<file path="src/rtl/dm_port_arbiter_pkg.sv">
// Shared encodings for the data-memory port arbiter: DM access types and arbiter states.
// The DM_ARB_ALIGN_CHECK_EN build uses is_misaligned() to flag misaligned word/half accesses.
package dm_port_arbiter_pkg;

  localparam logic [2:0] DM_W  = 3'd0;
  localparam logic [2:0] DM_H  = 3'd1;
  localparam logic [2:0] DM_HU = 3'd2;
  localparam logic [2:0] DM_B  = 3'd3;
  localparam logic [2:0] DM_BU = 3'd4;

  typedef enum logic {
    ST_CPU = 1'b0,
    ST_DMA = 1'b1
  } arb_state_t;

  // Byte accesses can never be misaligned; words need addr[1:0]==0, halves need addr[0]==0.
  function automatic logic is_misaligned(input logic [2:0] acc_type, input logic [31:0] addr);
    logic bad;
    bad = 1'b0;
    if (acc_type == DM_W) begin
      bad = (addr[1:0] != 2'b00);
    end else if ((acc_type == DM_H) || (acc_type == DM_HU)) begin
      bad = addr[0];
    end
    return bad;
  endfunction

endpackage

</file>
<file path="src/rtl/dm_port_arbiter_mux.sv">
// Winner-select mux for the data-memory port: routes the granted requester's fields to dm_*
// and returns dm_rd only to the granted requester.
module dm_port_mux
  import dm_port_arbiter_pkg::*;
(
  input  logic        cpu_gnt,
  input  logic        dma_gnt,
  input  logic        cpu_we,
  input  logic [2:0]  cpu_type,
  input  logic [31:0] cpu_addr,
  input  logic [31:0] cpu_wd,
  input  logic        dma_we,
  input  logic [2:0]  dma_type,
  input  logic [31:0] dma_addr,
  input  logic [31:0] dma_wd,
  input  logic [31:0] dm_rd,
  output logic        dm_we,
  output logic [2:0]  dm_type,
  output logic [31:0] dm_addr,
  output logic [31:0] dm_wd,
  output logic [31:0] cpu_rd,
  output logic [31:0] dma_rd
);

  always_comb begin
    dm_we   = 1'b0;
    dm_type = DM_W;
    dm_addr = 32'd0;
    dm_wd   = 32'd0;
    cpu_rd  = 32'd0;
    dma_rd  = 32'd0;
    if (cpu_gnt) begin
      dm_we   = cpu_we;
      dm_type = cpu_type;
      dm_addr = cpu_addr;
      dm_wd   = cpu_wd;
      cpu_rd  = dm_rd;
    end else if (dma_gnt) begin
      dm_we   = dma_we;
      dm_type = dma_type;
      dm_addr = dma_addr;
      dm_wd   = dma_wd;
      dma_rd  = dm_rd;
    end
  end

endmodule

</file>
<file path="src/rtl/dm_port_arbiter.sv">
// Arbitrates the single-port data memory between the M-stage CPU access and a bursting DMA engine.
// Optional macro DM_ARB_ALIGN_CHECK_EN suppresses writes of misaligned granted accesses and raises misalign.
module dm_port_arbiter
  import dm_port_arbiter_pkg::*;
#(
  parameter int MAX_WAIT  = 4,
  parameter int MAX_BURST = 8
) (
  input  logic        clk,
  input  logic        reset,
  input  logic        cpu_req,
  input  logic        cpu_we,
  input  logic [2:0]  cpu_type,
  input  logic [31:0] cpu_addr,
  input  logic [31:0] cpu_wd,
  output logic [31:0] cpu_rd,
  output logic        cpu_stall,
  input  logic        dma_req,
  input  logic        dma_we,
  input  logic [2:0]  dma_type,
  input  logic [31:0] dma_addr,
  input  logic [31:0] dma_wd,
  input  logic        dma_last,
  output logic        dma_gnt,
  output logic [31:0] dma_rd,
  output logic        dm_we,
  output logic [2:0]  dm_type,
  output logic [31:0] dm_addr,
  output logic [31:0] dm_wd,
  input  logic [31:0] dm_rd,
  output logic        misalign
);

  localparam int WW = $clog2(MAX_WAIT + 1);
  localparam int BW = $clog2(MAX_BURST + 1);
  localparam logic [WW-1:0] WAIT_LIMIT  = WW'(MAX_WAIT);
  localparam logic [BW-1:0] BURST_LIMIT = BW'(MAX_BURST);

  arb_state_t    state, state_next;
  logic [WW-1:0] wait_cnt, wait_next;
  logic [BW-1:0] beat_cnt, beat_next, beat_inc;
  logic          cpu_gnt, dma_win, mux_we;

  always_comb begin
    cpu_gnt = 1'b0;
    dma_win = 1'b0;
    if (!reset) begin
      if (state == ST_DMA) begin
        dma_win = dma_req;
      end else begin
        cpu_gnt = cpu_req && (wait_cnt < WAIT_LIMIT);
        dma_win = dma_req && !cpu_gnt;
      end
    end
  end

  assign dma_gnt   = dma_win;
  assign cpu_stall = !reset && cpu_req && !cpu_gnt;

  // A granted beat from ST_CPU is the first of its burst; a beat_cnt reaching MAX_BURST forces release.
  always_comb begin
    state_next = state;
    wait_next  = wait_cnt;
    beat_next  = beat_cnt;
    beat_inc   = (state == ST_DMA) ? (beat_cnt + 1'b1) : BW'(1);
    if (dma_win) begin
      wait_next = '0;
    end else if (dma_req && (wait_cnt < WAIT_LIMIT)) begin
      wait_next = wait_cnt + 1'b1;
    end
    if (dma_win) begin
      if (dma_last || (beat_inc == BURST_LIMIT)) begin
        state_next = ST_CPU;
        beat_next  = '0;
      end else begin
        state_next = ST_DMA;
        beat_next  = beat_inc;
      end
    end else if ((state == ST_DMA) && !dma_req) begin
      state_next = ST_CPU;
      beat_next  = '0;
    end
  end

  always_ff @(posedge clk) begin
    if (reset) begin
      state    <= ST_CPU;
      wait_cnt <= '0;
      beat_cnt <= '0;
    end else begin
      state    <= state_next;
      wait_cnt <= wait_next;
      beat_cnt <= beat_next;
    end
  end

  dm_port_mux u_mux (
    .cpu_gnt  (cpu_gnt),
    .dma_gnt  (dma_win),
    .cpu_we   (cpu_we),
    .cpu_type (cpu_type),
    .cpu_addr (cpu_addr),
    .cpu_wd   (cpu_wd),
    .dma_we   (dma_we),
    .dma_type (dma_type),
    .dma_addr (dma_addr),
    .dma_wd   (dma_wd),
    .dm_rd    (dm_rd),
    .dm_we    (mux_we),
    .dm_type  (dm_type),
    .dm_addr  (dm_addr),
    .dm_wd    (dm_wd),
    .cpu_rd   (cpu_rd),
    .dma_rd   (dma_rd)
  );

`ifdef DM_ARB_ALIGN_CHECK_EN
  // The handshake still completes on a misaligned access; only the memory write is suppressed.
  assign misalign = (cpu_gnt || dma_win) && is_misaligned(dm_type, dm_addr);
  assign dm_we    = mux_we && !misalign;
`else
  assign misalign = 1'b0;
  assign dm_we    = mux_we;
`endif

endmodule

</file>
<file path="config.mk">
export PLATFORM = sky130hd
export DESIGN_NAME = dm_port_arbiter
export DESIGN_NICKNAME = d
export VERILOG_FILES = /design/src/rtl/dm_port_arbiter_pkg.sv /design/src/rtl/dm_port_arbiter_mux.sv /design/src/rtl/dm_port_arbiter.sv
export SDC_FILE = /design/constraint.sdc
export NUM_CORES = 1
export LEC_CHECK = 0
export CAP_MARGIN = 20
export CORE_AREA = 2 2 121 123
export DETAILED_ROUTE_END_ITERATION = 8
export DIE_AREA = 0 0 123 125
export GPL_ROUTABILITY_DRIVEN = 0
export SYNTH_ARGS = -nofsm -noshare
export SYNTH_HDL_FRONTEND = slang
export SYNTH_SLANG_ARGS = --single-unit
</file>
<file path="constraint.sdc">
create_clock -name clk -period 1.36 [get_ports clk]
set_input_delay 0.272 -clock clk [delete_from_list [all_inputs] [get_ports clk]]
set_output_delay 0.272 -clock clk [all_outputs]
set_load 0.1 [all_outputs]
</file>
==> results.md, run 1 <==
- Outcome: finished, violations left
- Failing checks: negative setup slack
- Starting Density: 11.5%
- Die Y: 125 µm
- RR Startpoint: wait_cnt[2]
- Hold Path End: beat_cnt[0]
- Gr usage total: about 17%
- Average size of a mapped cell: between 7 and 8 µm²
- Ys Warns: 0
- Clk sinks: 8
- RSZ-0062 raised after global routing: yes
- Pwr Total: 4510 µW
- Critical Path Sink Type: output pin
- Post-synthesis sequential area ratio: 9.82%
- Max Cap Violations: 0
- R2r worst-path depth: 6
- Largest net degree at the start of global routing: 48
- CTS Buf Count: 3
- Die Wd: 123 µm
- Dpl hpwl: 10100 µm
- Worst setup path class: flop to output pin
- Pre-Repair DR Iteration Count: 4
- Hold WC Path Type: primary input to flop
- Post-synth net total: between 300 and 400
- Fraction of layout cells with a size suffix above 1: about three fifths
- Clk_skew: ~0.00065 ns
- Cell variety after synth: 30
- Non-Filler Instances: just over 700
- Grt ovf: 0
- Most frequent cells in the layout: clkdlybuf4s50_1, buf_12, a22o_4
- Max incr delay on CP: 0.36 ns
- FF-to-FF End: beat_cnt[3]
- CTS H-tree lvls: 1
- Antenna violations before repair: 0
- PwrDens: 583 nW/µm²
- Slew Viols, Final: 0
- Setup Viol. Count Final: 134
- Number of global-route vias before repair: 3337
- Placed Instances: 686
- Clk_lat worst skew: 0.24 ns
- Fill count: about 1200
- Worst Path Arrival: 1.69 ns
- CP max FO: 5
- Clock tree root driver cell: clkbuf_16
- Placement Cell Area: 6530 µm²
- Layout Nets: between 700 and 800
- CTS tree: done
- Detailed Route Iter0 Violations: just under 100
- DRC Markers: 0
- Cells after Synth: 209
- Routed length per placed instance: 20.9 µm
- Area Overhead vs Synth: 375%
- Critical-path cell list: nor2_4 -> a21oi_4 -> buf_8 -> bufbuf_16 -> a22o_4 -> buf_12
- Final critical-path required period: 1.96 ns
- Final Cycle Share: 144%
- Via density: 4.29
- Flops & latches, synth: 8
- Leakage Power: around 0.0032 µW
- CORE AREA: between 10000 and 15000 µm²
- CP Launch Type: flop
- First-pass GRT wire length: 20300 µm
- Core Util, Final: 54.5%
- Final ANT Viol Nets: 0
- Peak supply drop: 0.618 mV
- Max frequency: between 0.5 and 0.6 GHz
- Required @ worst endpoint: between 1 and 1.5 ns
- Dominant synthesized flop cell: dfxtp_1
- Io pins: about 310
- Via count: 3086
- Post-synth EDFFs: 0
- Finished layout cell area: roughly 7700 µm²
- Hold wc startpoint: reset
- Row cnt: 44
- Max Root-Sink Buffers: 2
- Hold path depth: 3
- CTS Hold Bufs: 0
- Port bufs: 306
- Synthesized area: 1630 µm²
- Ys async rst share: 0%
- Clock transition at path regs: 0.04 ns
- FF-to-FF setup slack: 0.06 ns
- Antenna cells: 0
- Hold Fails Final Rpt: 0
- Total Wirelength: 15000 µm
- Die area: approximately 15000 µm²
- Most common cell after layout, fill and taps aside: clkdlybuf4s50_1
- Setup WS post-layout: -0.605 ns
- Critical path's slowest cell: dfxtp_4
-- repair_timing --
item	CTS	global route
resized for setup	71	51
cloned	13	6
endpoints found under the setup margin	141	138
pin swaps	38	25
buffers inserted	10	2
-- flip-flops by register name, summed over array words and instances (netlist names) --
signal    cells
beat_cnt      4
state         1
wait_cnt      3
-- worst max-delay path, delay by kind of cell (launching register included) --
family | cells | cell delay, ns
AO/OA/AOI/OAI | 2 | 0.35
buffers and inverters | 3 | 0.59
flip-flops | 1 | 0.36
AND/OR/NAND/NOR | 1 | 0.14
-- worst max-delay path by stage --
stage | from | endpoint | slack, ns | depth (start not counted)
after global placement | reset | cpu_rd[6] | -0.77 | 6
after CTS | state | cpu_rd[23] | -0.58 | 6
after global routing | wait_cnt[2] | dm_addr[4] | -0.63 | 7
after floorplan | reset | dm_addr[1] | -0.42 | 6
final | wait_cnt[2] | dm_wd[30] | -0.60 | 6
after detailed placement | reset | cpu_rd[8] | -0.81 | 6
-- report_power, final --
part	internal (µW)	total (µW)	switching (µW)
Sequential	237	241	4.38
Clock	380	510	129
Combinational	1690	3760	2080
Total	2300	4510	2210
-- synthesized netlist by cell type (all sizes together), types with 2 or more instances --
| library cell | instances | area share, % |
|---|---|---|
| buf | 22 | 11 |
| a211oi | 2 | 1.2 |
| and2 | 65 | 25 |
| nand2b | 5 | 1.9 |
| nand2 | 5 | 1.2 |
| o21ai | 6 | 1.8 |
| nor2 | 3 | 0.84 |
| nor3 | 3 | 1.6 |
| ha | 2 | 1.5 |
| a21oi | 6 | 2.1 |
| nand3 | 3 | 0.92 |
| clkbuf | 3 | 0.77 |
| dfxtp | 8 | 9.8 |
| a22o | 68 | 37 |
-- cells by family (layout without fill, tap and decap cells) --
group / after synthesis / after routing / synth area share (%)
xor gates and xnor gates: 2 / 2 / 1.07
AOI/OAI and AO/OA: 83 / 83 / 42.2
and+or+nand+nor: 87 / 87 / 32.8
buffers and inverters: 26 / 353 / 12.4
DFF: 8 / 8 / 9.82
adders and majority gates: 2 / 2 / 1.53
other: 1 / 1 / 0.230
-- routing by layer --
layer  vias to the layer above  routed length (µm)  GRT usage [%]  share of wire (%)
met5                         -                   0              0                  0
met4                         0                 137           1.80               0.91
met3                        13                1410           4.61                9.4
met2                       176                8170           34.0                 54
met1                      1452                5300           18.5                 35
li1                       1445                   -              -                  -
-- per-stage QoR --
step                TNS, ns  hold WS [ns]  setup slack, ns
floorplan            -45.65         0.426           -0.422
global placement     -96.80         0.451           -0.767
detailed placement  -100.56         0.472           -0.808
CTS                  -70.10         0.477           -0.581
global route         -75.67         0.424           -0.631
finish               -69.85         0.393           -0.605
-- area by class of cell --
cell class              instances  area (µm²)  share of cell area (%)
multi-input cells             175        2000                    25.8
inverters                       1        3.75                  0.0485
flip-flops and latches          8         168                    2.17
repair buffers                349        5260                    68.0
clock buffers                   3        75.1                   0.970
well taps                     184         230                    2.98
No activity file was read; power rests on OpenSTA's default activity.
==> run 2, diff against run 1 <==
Settings changed: CTS_BUF_LIST set to sky130_fd_sc_hd__clkbuf_4, REMOVE_ABC_BUFFERS set to 1.
==> results.md, run 2 (synthesis results as in run 1) <==
- Outcome: finished, violations left
- Failing checks: negative setup slack
- Pwr Total: 4090 µW (-9.3%)
- Max frequency: 0.519 GHz (+1.9%)
- Clock tree root driver cell: clkbuf_4
- R2r worst-path depth: 6 (unchanged)
- Clock transition at path regs: 0.05 ns (about the same)
- Largest registers: beat_cnt: 4 flops, wait_cnt: 3 flops, state: 1 flops
- Max Root-Sink Buffers: 2 (unchanged)
- Hold WC Path Type: primary input to flop
- Peak supply drop: 0.361 mV (-42%)
- Largest register FFs: 4 (unchanged)
- Routed length per placed instance: 21.8 µm (+4.3%)
- CTS tree: done
- Final ANT Viol Nets: 0 (unchanged)
- CTS Buf Count: 3 (unchanged)
- Most common cell after layout, fill and taps aside: clkdlybuf4s50_1
- PwrDens: 554 nW/µm² (-5.1%)
- Most frequent cells in the layout: clkdlybuf4s50_1, buf_12, and2_4
- Starting Density: 11.5% (unchanged)
- RR Startpoint: state
- FF-to-FF setup slack: 0.06 ns (about the same)
- CP Launch Type: primary input
- Max Cap Violations: 0 (unchanged)
- Number of global-route vias before repair: 3283 (-1.6%)
- Leakage Power: 0.00306 µW (-5.5%)
- Area Overhead vs Synth: 354%
- Clk_lat worst skew: 0.26 ns (+0.02 ns)
- CTS Hold Bufs: 0 (unchanged)
- DRC Markers: 0 (unchanged)
- Detailed Route Iter0 Violations: 76 (-22%)
- Clk sinks: 8 (unchanged)
- Row cnt: 44 (unchanged)
- Final Cycle Share: 142% (-2.7 points)
- Gr usage total: 18.3% (+0.99 points)
- Hold Fails Final Rpt: 0 (unchanged)
- Die area: 15400 µm² (unchanged)
- Final critical-path required period: 1.93 ns (-0.0366 ns)
- Die Wd: 123 µm (unchanged)
- Crit path launch: reset
- Dpl hpwl: 11800 µm (+17%)
- Total Wirelength: 15600 µm (+4.0%)
- Hold wc startpoint: reset
- Non-Filler Instances: 718 (-0.28%)
- Critical Path Sink Type: output pin
- Largest net degree at the start of global routing: 26 (-46%)
- Core Util, Final: 52.1% (-2.4 points)
- Hold path depth: 2 (-1)
- Clk_skew: 0.00382 ns (+0.00316 ns)
- Pre-Repair DR Iteration Count: 4 (unchanged)
- FF-to-FF End: beat_cnt[0]
- Slew Viols, Final: 0 (unchanged)
- Hold Path End: beat_cnt[2]
- Worst Path Arrival: 1.66 ns (-0.03 ns)
- Worst setup path class: primary input to output pin
- Grt ovf: 0 (unchanged)
- First-pass GRT wire length: 20900 µm (+3.2%)
- Setup WS post-layout: -0.568 ns (+0.0366 ns)
- RSZ-0062 raised after global routing: yes
- Io pins: 308 (unchanged)
- Layout Nets: 708 (-0.70%)
- Via count: 3070 (-0.52%)
- Reg with most FFs: beat_cnt
- Placed Instances: 692 (+0.87%)
- Final hold slack: 0.338 ns (-0.0551 ns)
- Antenna violations before repair: 3 (+3)
- Placement Setup Slack: -0.833 ns (-0.0246 ns)
- Via density: 4.28 (-0.24%)
- Required @ worst endpoint: 1.09 ns (about the same)
- CORE AREA: 14200 µm² (unchanged)
- Fraction of layout cells with a size suffix above 1: 55.4% (-6.0 points)
- Port bufs: 306 (unchanged)
- Die Y: 125 µm (unchanged)
- CP max FO: 8 (+3)
- Setup Viol. Count Final: 134 (unchanged)
- CTS H-tree lvls: 1 (unchanged)
-- run 2: per-stage QoR --
step | area [µm²] | TNS (ns)
final | 7390 | -66.09
after global routing | 7390 | -73.64
after CTS | 6930 | -69.31
after detailed placement | 6280 | -103.59
after global placement | 6280 | -101.44
after floorplan | 1430 | -372.24
-- run 2: how the worst max path moves through the flow --
stage,to,depth (start not counted),slack [ns]
CTS,dm_addr[28],6,-0.57
global route,dm_addr[7],6,-0.62
floorplan,dm_addr[0],3,-3.08
finish,dm_addr[16],7,-0.57
global placement,dm_wd[8],7,-0.83
detailed placement,dm_wd[8],7,-0.83
-- run 2: area by class of cell --
type / count / area [µm²]
clock buffer: 3 / 22.5
inverter: 1 / 3.75
antenna: 3 / 7.51
fill: 1197 / 6810
tap: 184 / 230
timing repair buffer: 344 / 5120
multi-input combinational: 175 / 1850
sequential: 8 / 168
-- run 2: report_power, final --
part / switching [µW] / leakage, µW / internal, µW
Combinational: 2050 / 0.00298 / 1620
Sequential: 4.71 / 0.0000663 / 236
Clock: 87.8 / 0.0000138 / 101
-- run 2: worst max-delay path, cell delays in order --
cell	delay [ns]
clkdlybuf4s15_2	0.22
nand2b_4	0.17
nor3_4	0.20
buf_12	0.19
bufbuf_16	0.30
a22o_4	0.13
buf_12	0.16
-- run 2: routing by layer --
layer | GRT usage (%) | wire (µm)
met5 | 0 | 13
met4 | 2.34 | 197
met3 | 6.89 | 1390
met2 | 32.2 | 7970
met1 | 21.4 | 6050
-- run 2: timing repair --
action | 4_1_cts | 5_1_grt
buffers inserted | 4 | 5
cloned | 7 | 7
setup endpoints to repair | 139 | 137
pin swaps | 23 | 38
resized for setup | 86 | 62
==> run 3, diff against run 2 <==
Settings changed: SKIP_LAST_GASP set to 1.
==> results.md, run 3 (synthesis results as in run 1) <==
- Hold wc startpoint: reset
- Crit path buffers/inverters: 3 (-1)
- Final ANT Viol Nets: 0 (unchanged)
- Starting Density: 11.5% (unchanged)
- Setup TNS: -66.31 ns (-0.220 ns)
- Largest register FFs: 4 (unchanged)
- Max Root-Sink Buffers: 2 (unchanged)
- CORE AREA: 14200 µm² (unchanged)
- CTS Hold Bufs: 0 (unchanged)
- Layout Nets: 708 (unchanged)
- Final hold slack: 0.327 ns (-0.0111 ns)
- Top delay family on crit path: buffers and inverters
- Die Wd: 123 µm (unchanged)
- Setup Viol. Count Final: 134 (unchanged)
- Non-Filler Instances: 718 (unchanged)
- Leakage Power: 0.00302 µW (-1.4%)
- Most frequent cells in the layout: clkdlybuf4s50_1, buf_12, and2_4
- Pre-Repair DR Iteration Count: 4 (unchanged)
- Antenna violations before repair: 3 (unchanged)
- Die Y: 125 µm (unchanged)
- Outcome: finished, violations left
- Slew Viols, Final: 0 (unchanged)
- RSZ-0062 raised after global routing: yes
- CTS Buf Count: 3 (unchanged)
- Most frequent CP cell: buf_12
- Net Sw Frac: 52.6% (+0.26 points)
- Finished layout cell area: 7300 µm² (-1.2%)
- Area Overhead vs Synth: 348%
- Detailed Route Iter0 Violations: 97 (+28%)
- Largest registers: beat_cnt: 4 flops, wait_cnt: 3 flops, state: 1 flops
- Fraction of layout cells with a size suffix above 1: 51.0% (-4.3 points)
- Psw: 2130 µW (-0.44%)
- Hold path depth: 2 (unchanged)
- Via density: 4.31 (+0.72%)
- Peak supply drop: 0.356 mV (-1.2%)
- Max frequency: 0.521 GHz (+0.41%)
- Reg with most FFs: beat_cnt
- Clk_skew: 0.00296 ns (-0.000852 ns)
- Via count: 3092 (+0.72%)
- Failing checks: negative setup slack
- Final Cycle Share: 141% (-0.58 points)
- Clk sinks: 8 (unchanged)
- CP Launch Type: flop
- Row cnt: 44 (unchanged)
- DRC Markers: 0 (unchanged)
- Setup WS post-layout: -0.560 ns (+0.00789 ns)
- Clock power share: 4.7% (about the same)
- FF-to-FF setup slack: 0.04 ns (-0.02 ns)
- Clock transition at path regs: 0.05 ns (about the same)
- CP max FO: 12 (+4)
- Number of global-route vias before repair: 3249 (-1.0%)
- CTS tree: done
- Dpl hpwl: 11800 µm (unchanged)
- Seq pwr share: 5.9% (about the same)
- Port bufs: 306 (unchanged)
- Routed length per placed instance: 21.7 µm (-0.15%)
- Largest net degree at the start of global routing: 26 (unchanged)
- Critical-path cell list: nor2_4 -> a21oi_4 -> buf_12 -> clkbuf_16 -> a22o_4 -> buf_12
- Hold Fails Final Rpt: 0 (unchanged)
- Core Util, Final: 51.4% (-0.64 points)
- First-pass GRT wire length: 20800 µm (-0.53%)
- PwrDens: 555 nW/µm² (+0.31%)
- Cell-internal power: 1920 µW (-1.5%)
- Grt ovf: 0 (unchanged)
- Comb pwr share: 89.4% (about the same)
- Placement Cell Area: 6280 µm² (unchanged)
- Critical Path Sink Type: output pin
- Required @ worst endpoint: 1.09 ns (about the same)
- FF-to-FF End: beat_cnt[3]
- RR Startpoint: state
- Clk_lat worst skew: 0.26 ns (about the same)
- Hold WC Path Type: primary input to flop
- Max Cap Violations: 0 (unchanged)
- Worst Path Arrival: 1.65 ns (about the same)
- Placed Instances: 692 (unchanged)
- CTS H-tree lvls: 1 (unchanged)
- Max incr delay on CP: 0.36 ns (+0.06 ns)
- Die area: 15400 µm² (unchanged)
- R2r worst-path depth: 6 (unchanged)
- Final critical-path required period: 1.92 ns (-0.00789 ns)
- Most common cell after layout, fill and taps aside: clkdlybuf4s50_1
- Io pins: 308 (unchanged)
- Clock tree root driver cell: clkbuf_4
- Total Wirelength: 15600 µm (-0.15%)
- Gr usage total: 18.2% (-0.094 points)
- Worst setup path class: flop to output pin
- Critical path's slowest cell: dfxtp_4
- Hold Path End: beat_cnt[2]
[run 3: area by class of cell]
| class | count | area (µm²) |
|---|---|---|
| antenna | 3 | 7.51 |
| clock buffer | 3 | 22.5 |
| fill | 1221 | 6900 |
| inverter | 1 | 3.75 |
| multi-input combinational | 175 | 1780 |
| sequential | 8 | 168 |
| tap | 184 | 230 |
| timing repair buffer | 344 | 5100 |
[run 3: timing repair]
item / 4_1_cts / 5_1_grt
cloned: 7 / 7
setup endpoints to repair: 139 / 137
gates resized for setup: 62 / 58
pin swaps: 23 / 32
buffers inserted: 4 / 5
[run 3: per-stage QoR]
step / power, µW / setup WS, ns
finish: 4060 / -0.560
floorplan: 1950 / -3.08
global route: 4170 / -0.621
global placement: 3520 / -0.829
CTS: 3930 / -0.566
detailed placement: 3530 / -0.833
[run 3: worst max-delay path by stage]
stage | startpoint | to | slack, ns | depth (start not counted)
after floorplan | state | dm_addr[0] | -3.08 | 3
after global routing | state | dm_addr[7] | -0.62 | 6
final | wait_cnt[2] | dm_wd[8] | -0.56 | 6
after detailed placement | reset | dm_wd[8] | -0.83 | 7
after global placement | reset | dm_wd[8] | -0.83 | 7
after CTS | wait_cnt[2] | dm_addr[28] | -0.57 | 6
[run 3: layer usage]
metal,track usage [%],wire (µm),up-vias
met2,32.3,7990,162
met3,6.80,1390,13
li1,-,-,1436
met4,1.80,145,2
met1,21.3,6060,1479
met5,0,13,-
[run 3: power groups by stage]
stage / registers, µW / clock network [µW] / logic, µW
3_5_place_dp: 248 / 0 / 3280
2_1_floorplan: 248 / 0 / 1700
4_1_cts: 242 / 195 / 3500
6_report: 240 / 189 / 3630
5_1_grt: 241 / 214 / 3720
3_3_place_gp: 248 / 0 / 3270
